[src/rtl/ss_seq_engine_pkg.sv]
// Shared types and constants for the save-state sequencer and its CRC helper.
// The CRC trailer itself is only built when SS_SEQ_CRC_EN is defined.
package ss_seq_engine_pkg;

   typedef enum logic [3:0] {
      S_IDLE    = 4'd0,
      S_SETUP   = 4'd1,
      S_RD_WAIT = 4'd2,
      S_TX      = 4'd3,
      S_RX      = 4'd4,
      S_WR      = 4'd5,
      S_WR_END  = 4'd6,
      S_CRC     = 4'd7,
      S_DONE    = 4'd8
   } ss_state_e;

   localparam logic [7:0] CRC8_POLY      = 8'h07;
   localparam logic       SS_DIR_SAVE    = 1'b0;
   localparam logic       SS_DIR_RESTORE = 1'b1;

   // One byte of CRC-8, MSB first, data folded into the top of the register.
   function automatic logic [7:0] crc8_next(input logic [7:0] crc, input logic [7:0] din);
      logic [7:0] c;
      c = crc ^ din;
      for (int i = 0; i < 8; i++) begin
         if (c[7]) begin
            c = {c[6:0], 1'b0} ^ CRC8_POLY;
         end else begin
            c = {c[6:0], 1'b0};
         end
      end
      return c;
   endfunction

endpackage

[src/rtl/ss_seq_engine_crc8.sv]
// ss_crc8: running CRC-8 over the snapshot bytes; clr restarts it at 0x00.
// Instantiated by ss_seq_engine only when SS_SEQ_CRC_EN is defined.
module ss_crc8 (
   input  logic       clk,
   input  logic       rst,
   input  logic       clr,
   input  logic       en,
   input  logic [7:0] din,
   output logic [7:0] crc
);
   import ss_seq_engine_pkg::*;

   logic [7:0] crc_q, crc_d;

   // Next CRC value: clear wins over update.
   always_comb begin
      crc_d = crc_q;
      if (clr) begin
         crc_d = 8'h00;
      end else if (en) begin
         crc_d = crc8_next(crc_q, din);
      end else begin
         crc_d = crc_q;
      end
   end

   // CRC register.
   always_ff @(posedge clk) begin
      if (rst) begin
         crc_q <= 8'h00;
      end else begin
         crc_q <= crc_d;
      end
   end

   assign crc = crc_q;

endmodule

[src/rtl/ss_seq_engine.sv]
// ss_seq_engine: initiator of the mapper save-state port; streams SAVE bytes out, RESTORE bytes in.
// Define SS_SEQ_CRC_EN to append/check a CRC-8 trailer byte (default build: plain SS_LEN bytes).
module ss_seq_engine #(
   parameter int SS_LEN  = 128,
   parameter int RD_WAIT = 2,
   parameter int WE_HOLD = 32
) (
   input  logic       clk,
   input  logic       rst,
   input  logic       start,
   input  logic       dir,
   output logic       busy,
   output logic       done,
   output logic       ss_act,
   output logic       ss_we,
   output logic [7:0] ss_addr,
   output logic [7:0] ss_wdat,
   input  logic [7:0] ss_rdat,
   output logic [7:0] tx_dat,
   output logic       tx_vld,
   input  logic       tx_rdy,
   input  logic [7:0] rx_dat,
   input  logic       rx_vld,
   output logic       rx_rdy,
   output logic       crc_err
);
   import ss_seq_engine_pkg::*;

   localparam logic [7:0]  LAST_ADDR = 8'(SS_LEN - 1);
   localparam logic [15:0] RD_LAST   = 16'(RD_WAIT - 1);
   localparam logic [15:0] WE_LAST   = 16'(WE_HOLD - 1);

   ss_state_e   state_q, state_d;
   logic        busy_q, busy_d;
   logic        done_q, done_d;
   logic        ss_act_q, ss_act_d;
   logic        ss_we_q, ss_we_d;
   logic [7:0]  ss_addr_q, ss_addr_d;
   logic [7:0]  ss_wdat_q, ss_wdat_d;
   logic [7:0]  tx_dat_q, tx_dat_d;
   logic        tx_vld_q, tx_vld_d;
   logic        rx_rdy_q, rx_rdy_d;
   logic        dir_q, dir_d;
   logic [15:0] cnt_q, cnt_d;

`ifdef SS_SEQ_CRC_EN
   logic        crc_err_q, crc_err_d;
   logic        crc_clr_s, crc_en_s;
   logic [7:0]  crc_din_s, crc_val_s;

   ss_crc8 u_crc (
      .clk (clk),
      .rst (rst),
      .clr (crc_clr_s),
      .en  (crc_en_s),
      .din (crc_din_s),
      .crc (crc_val_s)
   );
`endif

   // Sequencer next-state and next-output logic.
   always_comb begin
      state_d   = state_q;
      busy_d    = busy_q;
      done_d    = 1'b0;
      ss_act_d  = ss_act_q;
      ss_we_d   = ss_we_q;
      ss_addr_d = ss_addr_q;
      ss_wdat_d = ss_wdat_q;
      tx_dat_d  = tx_dat_q;
      tx_vld_d  = tx_vld_q;
      rx_rdy_d  = rx_rdy_q;
      dir_d     = dir_q;
      cnt_d     = cnt_q;
`ifdef SS_SEQ_CRC_EN
      crc_err_d = crc_err_q;
      crc_clr_s = 1'b0;
      crc_en_s  = 1'b0;
      crc_din_s = 8'h00;
`endif
      case (state_q)
         S_IDLE: begin
            if (start) begin
               state_d   = S_SETUP;
               busy_d    = 1'b1;
               ss_act_d  = 1'b1;
               ss_addr_d = 8'h00;
               dir_d     = dir;
               cnt_d     = 16'd0;
`ifdef SS_SEQ_CRC_EN
               crc_clr_s = 1'b1;
               crc_err_d = 1'b0;
`endif
            end else begin
               state_d = S_IDLE;
            end
         end
         S_SETUP: begin
            if (dir_q == SS_DIR_RESTORE) begin
               state_d  = S_RX;
               rx_rdy_d = 1'b1;
            end else begin
               state_d = S_RD_WAIT;
               cnt_d   = 16'd0;
            end
         end
         S_RD_WAIT: begin
            // Mapper readback mux needs RD_WAIT cycles after every address change.
            if (cnt_q == RD_LAST) begin
               tx_dat_d = ss_rdat;
               tx_vld_d = 1'b1;
               cnt_d    = 16'd0;
               state_d  = S_TX;
`ifdef SS_SEQ_CRC_EN
               crc_en_s  = 1'b1;
               crc_din_s = ss_rdat;
`endif
            end else begin
               cnt_d = cnt_q + 16'd1;
            end
         end
         S_TX: begin
            if (tx_rdy) begin
               tx_vld_d = 1'b0;
               if (ss_addr_q == LAST_ADDR) begin
`ifdef SS_SEQ_CRC_EN
                  state_d  = S_CRC;
                  tx_vld_d = 1'b1;
                  tx_dat_d = crc_val_s;
`else
                  state_d  = S_DONE;
                  done_d   = 1'b1;
                  ss_act_d = 1'b0;
`endif
               end else begin
                  ss_addr_d = ss_addr_q + 8'd1;
                  state_d   = S_RD_WAIT;
               end
            end else begin
               state_d = S_TX;
            end
         end
         S_RX: begin
            if (rx_vld) begin
               ss_wdat_d = rx_dat;
               rx_rdy_d  = 1'b0;
               ss_we_d   = 1'b1;
               cnt_d     = 16'd0;
               state_d   = S_WR;
`ifdef SS_SEQ_CRC_EN
               crc_en_s  = 1'b1;
               crc_din_s = rx_dat;
`endif
            end else begin
               state_d = S_RX;
            end
         end
         S_WR: begin
            if (cnt_q == WE_LAST) begin
               ss_we_d = 1'b0;
               state_d = S_WR_END;
            end else begin
               cnt_d = cnt_q + 16'd1;
            end
         end
         S_WR_END: begin
            // Address and data stay put for this cycle so the mapper sees a clean falling strobe.
            if (ss_addr_q == LAST_ADDR) begin
`ifdef SS_SEQ_CRC_EN
               state_d  = S_CRC;
               rx_rdy_d = 1'b1;
`else
               state_d  = S_DONE;
               done_d   = 1'b1;
               ss_act_d = 1'b0;
`endif
            end else begin
               ss_addr_d = ss_addr_q + 8'd1;
               rx_rdy_d  = 1'b1;
               state_d   = S_RX;
            end
         end
`ifdef SS_SEQ_CRC_EN
         S_CRC: begin
            if (dir_q == SS_DIR_SAVE) begin
               if (tx_rdy) begin
                  tx_vld_d = 1'b0;
                  state_d  = S_DONE;
                  done_d   = 1'b1;
                  ss_act_d = 1'b0;
               end else begin
                  state_d = S_CRC;
               end
            end else begin
               if (rx_vld) begin
                  rx_rdy_d  = 1'b0;
                  crc_err_d = (rx_dat != crc_val_s);
                  state_d   = S_DONE;
                  done_d    = 1'b1;
                  ss_act_d  = 1'b0;
               end else begin
                  state_d = S_CRC;
               end
            end
         end
`endif
         S_DONE: begin
            state_d = S_IDLE;
            busy_d  = 1'b0;
         end
         default: begin
            state_d  = S_IDLE;
            busy_d   = 1'b0;
            ss_act_d = 1'b0;
            ss_we_d  = 1'b0;
            tx_vld_d = 1'b0;
            rx_rdy_d = 1'b0;
         end
      endcase
   end

   // Sequencer state and registered outputs.
   always_ff @(posedge clk) begin
      if (rst) begin
         state_q   <= S_IDLE;
         busy_q    <= 1'b0;
         done_q    <= 1'b0;
         ss_act_q  <= 1'b0;
         ss_we_q   <= 1'b0;
         ss_addr_q <= 8'h00;
         ss_wdat_q <= 8'h00;
         tx_dat_q  <= 8'h00;
         tx_vld_q  <= 1'b0;
         rx_rdy_q  <= 1'b0;
         dir_q     <= 1'b0;
         cnt_q     <= 16'd0;
`ifdef SS_SEQ_CRC_EN
         crc_err_q <= 1'b0;
`endif
      end else begin
         state_q   <= state_d;
         busy_q    <= busy_d;
         done_q    <= done_d;
         ss_act_q  <= ss_act_d;
         ss_we_q   <= ss_we_d;
         ss_addr_q <= ss_addr_d;
         ss_wdat_q <= ss_wdat_d;
         tx_dat_q  <= tx_dat_d;
         tx_vld_q  <= tx_vld_d;
         rx_rdy_q  <= rx_rdy_d;
         dir_q     <= dir_d;
         cnt_q     <= cnt_d;
`ifdef SS_SEQ_CRC_EN
         crc_err_q <= crc_err_d;
`endif
      end
   end

   assign busy    = busy_q;
   assign done    = done_q;
   assign ss_act  = ss_act_q;
   assign ss_we   = ss_we_q;
   assign ss_addr = ss_addr_q;
   assign ss_wdat = ss_wdat_q;
   assign tx_dat  = tx_dat_q;
   assign tx_vld  = tx_vld_q;
   assign rx_rdy  = rx_rdy_q;
`ifdef SS_SEQ_CRC_EN
   assign crc_err = crc_err_q;
`else
   assign crc_err = 1'b0;
`endif

endmodule
[config.mk]
export PLATFORM = sky130hd
export DESIGN_NAME = ss_seq_engine
export DESIGN_NICKNAME = d
export VERILOG_FILES = /design/src/rtl/ss_seq_engine_pkg.sv /design/src/rtl/ss_seq_engine_crc8.sv /design/src/rtl/ss_seq_engine.sv
export SDC_FILE = /design/constraint.sdc
export NUM_CORES = 1
export LEC_CHECK = 0
export BUFFER_PORTS_ARGS = -buffer_cell sky130_fd_sc_hd__buf_2
export CAP_MARGIN = 0
export CORE_MARGIN = 5
export CORE_UTILIZATION = 30
export DETAILED_ROUTE_END_ITERATION = 12
export SLEW_MARGIN = 20
export SYNTH_ARGS = -nofsm -noshare
export SYNTH_HDL_FRONTEND = slang
export SYNTH_SLANG_ARGS = --single-unit
[constraint.sdc]
create_clock -name clk -period 2.4 [get_ports clk]
set_clock_uncertainty 0.05 [all_clocks]
set_input_delay 0.36 -clock clk [delete_from_list [all_inputs] [get_ports clk]]
set_output_delay 0.36 -clock clk [all_outputs]
set_load 0.05 [all_outputs]
==> summary.txt <==
Critical path
  – CP Buf/Inv Count: 0
  – Largest delay contributor family on the critical path: simple AND/OR/NAND/NOR gates
  – Worst path most repeated cell: or4_4
  – Type of origin of the critical path: flop
  – Endpoint type of the worst setup path: flop
  – CP max FO: 6
  – Reg-to-reg slack, setup: 0.18 ns
  – Data required, critical path: 2.58 ns
  – Worst path cell trace: nand4_1 > or4_4 > or4_4 > or3_1 > o32ai_1
  – WP data arrival: 2.40 ns
  – CP max stage delay: 0.56 ns
  – Worst path slowest cell: or4_4
  – Setup CP Type: reg -> reg

STA
  – Tcrit/Tclk final: 92.59%
  – Crit path time final: 2.222 ns
  – Fmax: 450.0 MHz
  – Total Neg Setup Slack: 0 ns
  – Setup violators final: 0
  – Final hold vios: 0
  – Slew HR: 65.24%
  – Least-Margin Pin Slew: 0.5166 ns
  – Final Max Tran Viols: 0
  – Unrepaired setup endpoints after global routing: false
  – Worst hold slack: 0.2224 ns

Global routing
  – Busiest grt layer: met2
  – GRT Overall Usage: 12.22%
  – Largest net degree at the start of global routing: 41
  – M1 GR Usage: 15.98%
  – Met3 GRT Util: 3.104%
  – Grt ovf: 0
  – Antenna violations before repair: 0
  – GR met2 Demand/Resource: 19.90%
  – First-pass GRT wire length: 11410 µm
  – Vias in the first global route: 2457

Worst hold path
  – Min-delay worst type: in -> reg

Synth
  – Synth warn: 0
  – Post-synth cell types: 50
  – FFs w/ async S/R, synth: 0%
  – Top FF cell, synth: dfxtp_1
  – #FFs+latches synth: 51
  – Cells after synthesis: 320
  – Seq/Total Area, Yosys: 38.55%
  – Mapped cell area: 2649 µm²
  – Synthesized net count: 345
  – Syn avg cell area: 8.277 µm²
  – Post-synth EDFFs: 0

Routing
  – Residual DRC: 0
  – Starting DRC count in detailed routing: 139
  – Drt via density: 5.374
  – Wirelength per Cell: 13.77 µm
  – Detailed Route WL: 6584 µm
  – Antenna Nets Post-Route: 0
  – First-pass iteration count of the detailed router: 4
  – DR vias: 2569

Die
  – Initial Util: 30.52%
  – Die Span X: 104.0 µm
  – Row cnt: 34
  – Top Ports: 53
  – Die area: 10810 µm²
  – Core Area: 8678 µm²
  – Die H: 104.0 µm

Place
  – Gpl congestion: 0.7827
  – DP Area: 3045 µm²
  – # port buffers: 51
  – Detailed Place HPWL: 4670 µm

Clock tree
  – CTS tree: yes
  – Clock Path Buffers: 2
  – Hold_buf cts: 0
  – Cts bufs inserted: 5
  – Clk Latency, worst-skew pair: 0.31 ns
  – Clock transition at the registers of the reported paths: 0.11 ns
  – Root buf cell: clkbuf_8
  – Post-CTS sizing: 0
  – Post-CTS Setup Bufs: 0
  – Maximum level of the CTS H-tree: 2
  – Sink Count: 51

Flow run
  – MaxCap Viol Count: 0

Outcome
  – Outcome: completed

Pwr
  – Clock share of power: 22.2%
  – Int Power: 0.001446 W
  – Leakage power: 1.136 nW
  – Sw Share: 40.33%
  – Worst vdd ir: 0.4105 mV
  – Switch Pwr: 0.0009772 W
  – Sequential share of power: 41.4%
  – Comb pwr share: 36.4%
  – Power Density: 768.8 nW/µm²

Cells and area
  – Final instance area: 3152 µm²
  – Reg area: 1023 µm²
  – Final net count: 394
  – Most frequent cells in the layout: 51 x buf_2, 49 x dfxtp_1, 29 x nor2_1, 21 x inv_1, 21 x a21oi_1
  – Post-layout util: 36.32%
  – Most common cell after layout, fill and taps aside: buf_2
  – P&R area growth vs syn: 18.99%
  – # diodes: 0
  – Multi-input combinational cell area: 1468 µm²
  – Fillers: 943
  – Share of layout cells above drive strength 1: 22.97%
sequential cells by signal (all words and copies together), names as in the netlist:
| register | cells |
|---|---|
| busy | 1 |
| cnt_q | 16 |
| dir_q | 1 |
| done | 1 |
| rx_rdy | 1 |
| ss_act | 1 |
| ss_addr | 8 |
| ss_wdat | 8 |
| ss_we | 1 |
| state_q | 4 |
| tx_dat | 8 |
| tx_vld | 1 |
cell usage after synthesis, types with 6 or more instances:
cell / n / share of area, %
a211oi_1: 13 / 3.7
a21oi_1: 21 / 4.0
clkbuf_1: 14 / 2.0
dfxtp_1: 51 / 39
inv_1: 21 / 3.0
mux2i_1: 18 / 6.8
nand2_1: 20 / 2.8
nand3_1: 9 / 1.7
nand4_1: 8 / 1.9
nor2_1: 29 / 4.1
nor3_1: 6 / 1.1
nor4_1: 6 / 1.4
o21ai_0: 13 / 2.5
o31ai_1: 7 / 2.0
o32ai_1: 12 / 4.0
or3_1: 12 / 2.8
layout make-up:
type / instances / area share (%)
Timing Repair Buffer: 62 / 11.12
Clock inverter: 3 / 0.8734
Tap cell: 108 / 4.287
Sequential cell: 51 / 32.47
Clock buffer: 5 / 2.183
Multi-Input combinational cell: 228 / 46.57
Inverter: 21 / 2.501
logic make-up (layout without fill, tap and decap cells):
family	count (synthesis)	in the layout	synth area share [%]
fa+ha+maj	3	3	1.417
flops	51	51	38.55
mux	18	18	6.802
compound gates	83	83	21.02
simple gates	123	123	25.55
other cells	1	1	0.1416
buf+inv	41	91	6.519
worst paths after layout:
kind | start | to | cells after the start
max | cnt_q[3] | cnt_q[15] | 5
min | rx_dat[1] | ss_wdat[1] | 3
min reg2reg | ss_we | ss_we | 2
max reg2reg | cnt_q[3] | cnt_q[15] | 5
routing by layer:
metal	routed length (µm)	part of all wire [%]
met1	3200	49
met2	3047	46
met3	255	3.9
met4	80	1.2
met5	0	0
per-stage QoR:
stage                     total power [W]  setup WS [ns]  instances
after floorplan                  0.001666         0.3286        320
after CTS                        0.002429         0.1283        478
after global placement           0.001878         0.1798        470
after detailed placement         0.001886         0.1539        470
final                            0.002423         0.1779        478
after global routing             0.002577        0.06635        478
power by group through the flow:
stage,clock network [W],logic (W),registers [W]
2_1_floorplan,0,0.000592,0.00107
3_5_place_dp,0,0.000870,0.00102
3_3_place_gp,0,0.000863,0.00102
6_report,0.000538,0.000882,0.00100
4_1_cts,0.000557,0.000875,0.000998
5_1_grt,0.000588,0.000973,0.00102
tightest hold or removal path: cells and delay by family:
| kind | cells | cell delay [ns] |
|---|---|---|
| multiplexers | 1 | 0.05 |
| buffers and inverters | 1 | 0.07 |
| AND/OR/NAND/NOR | 1 | 0.07 |
(Power assumes the default switching activity.)
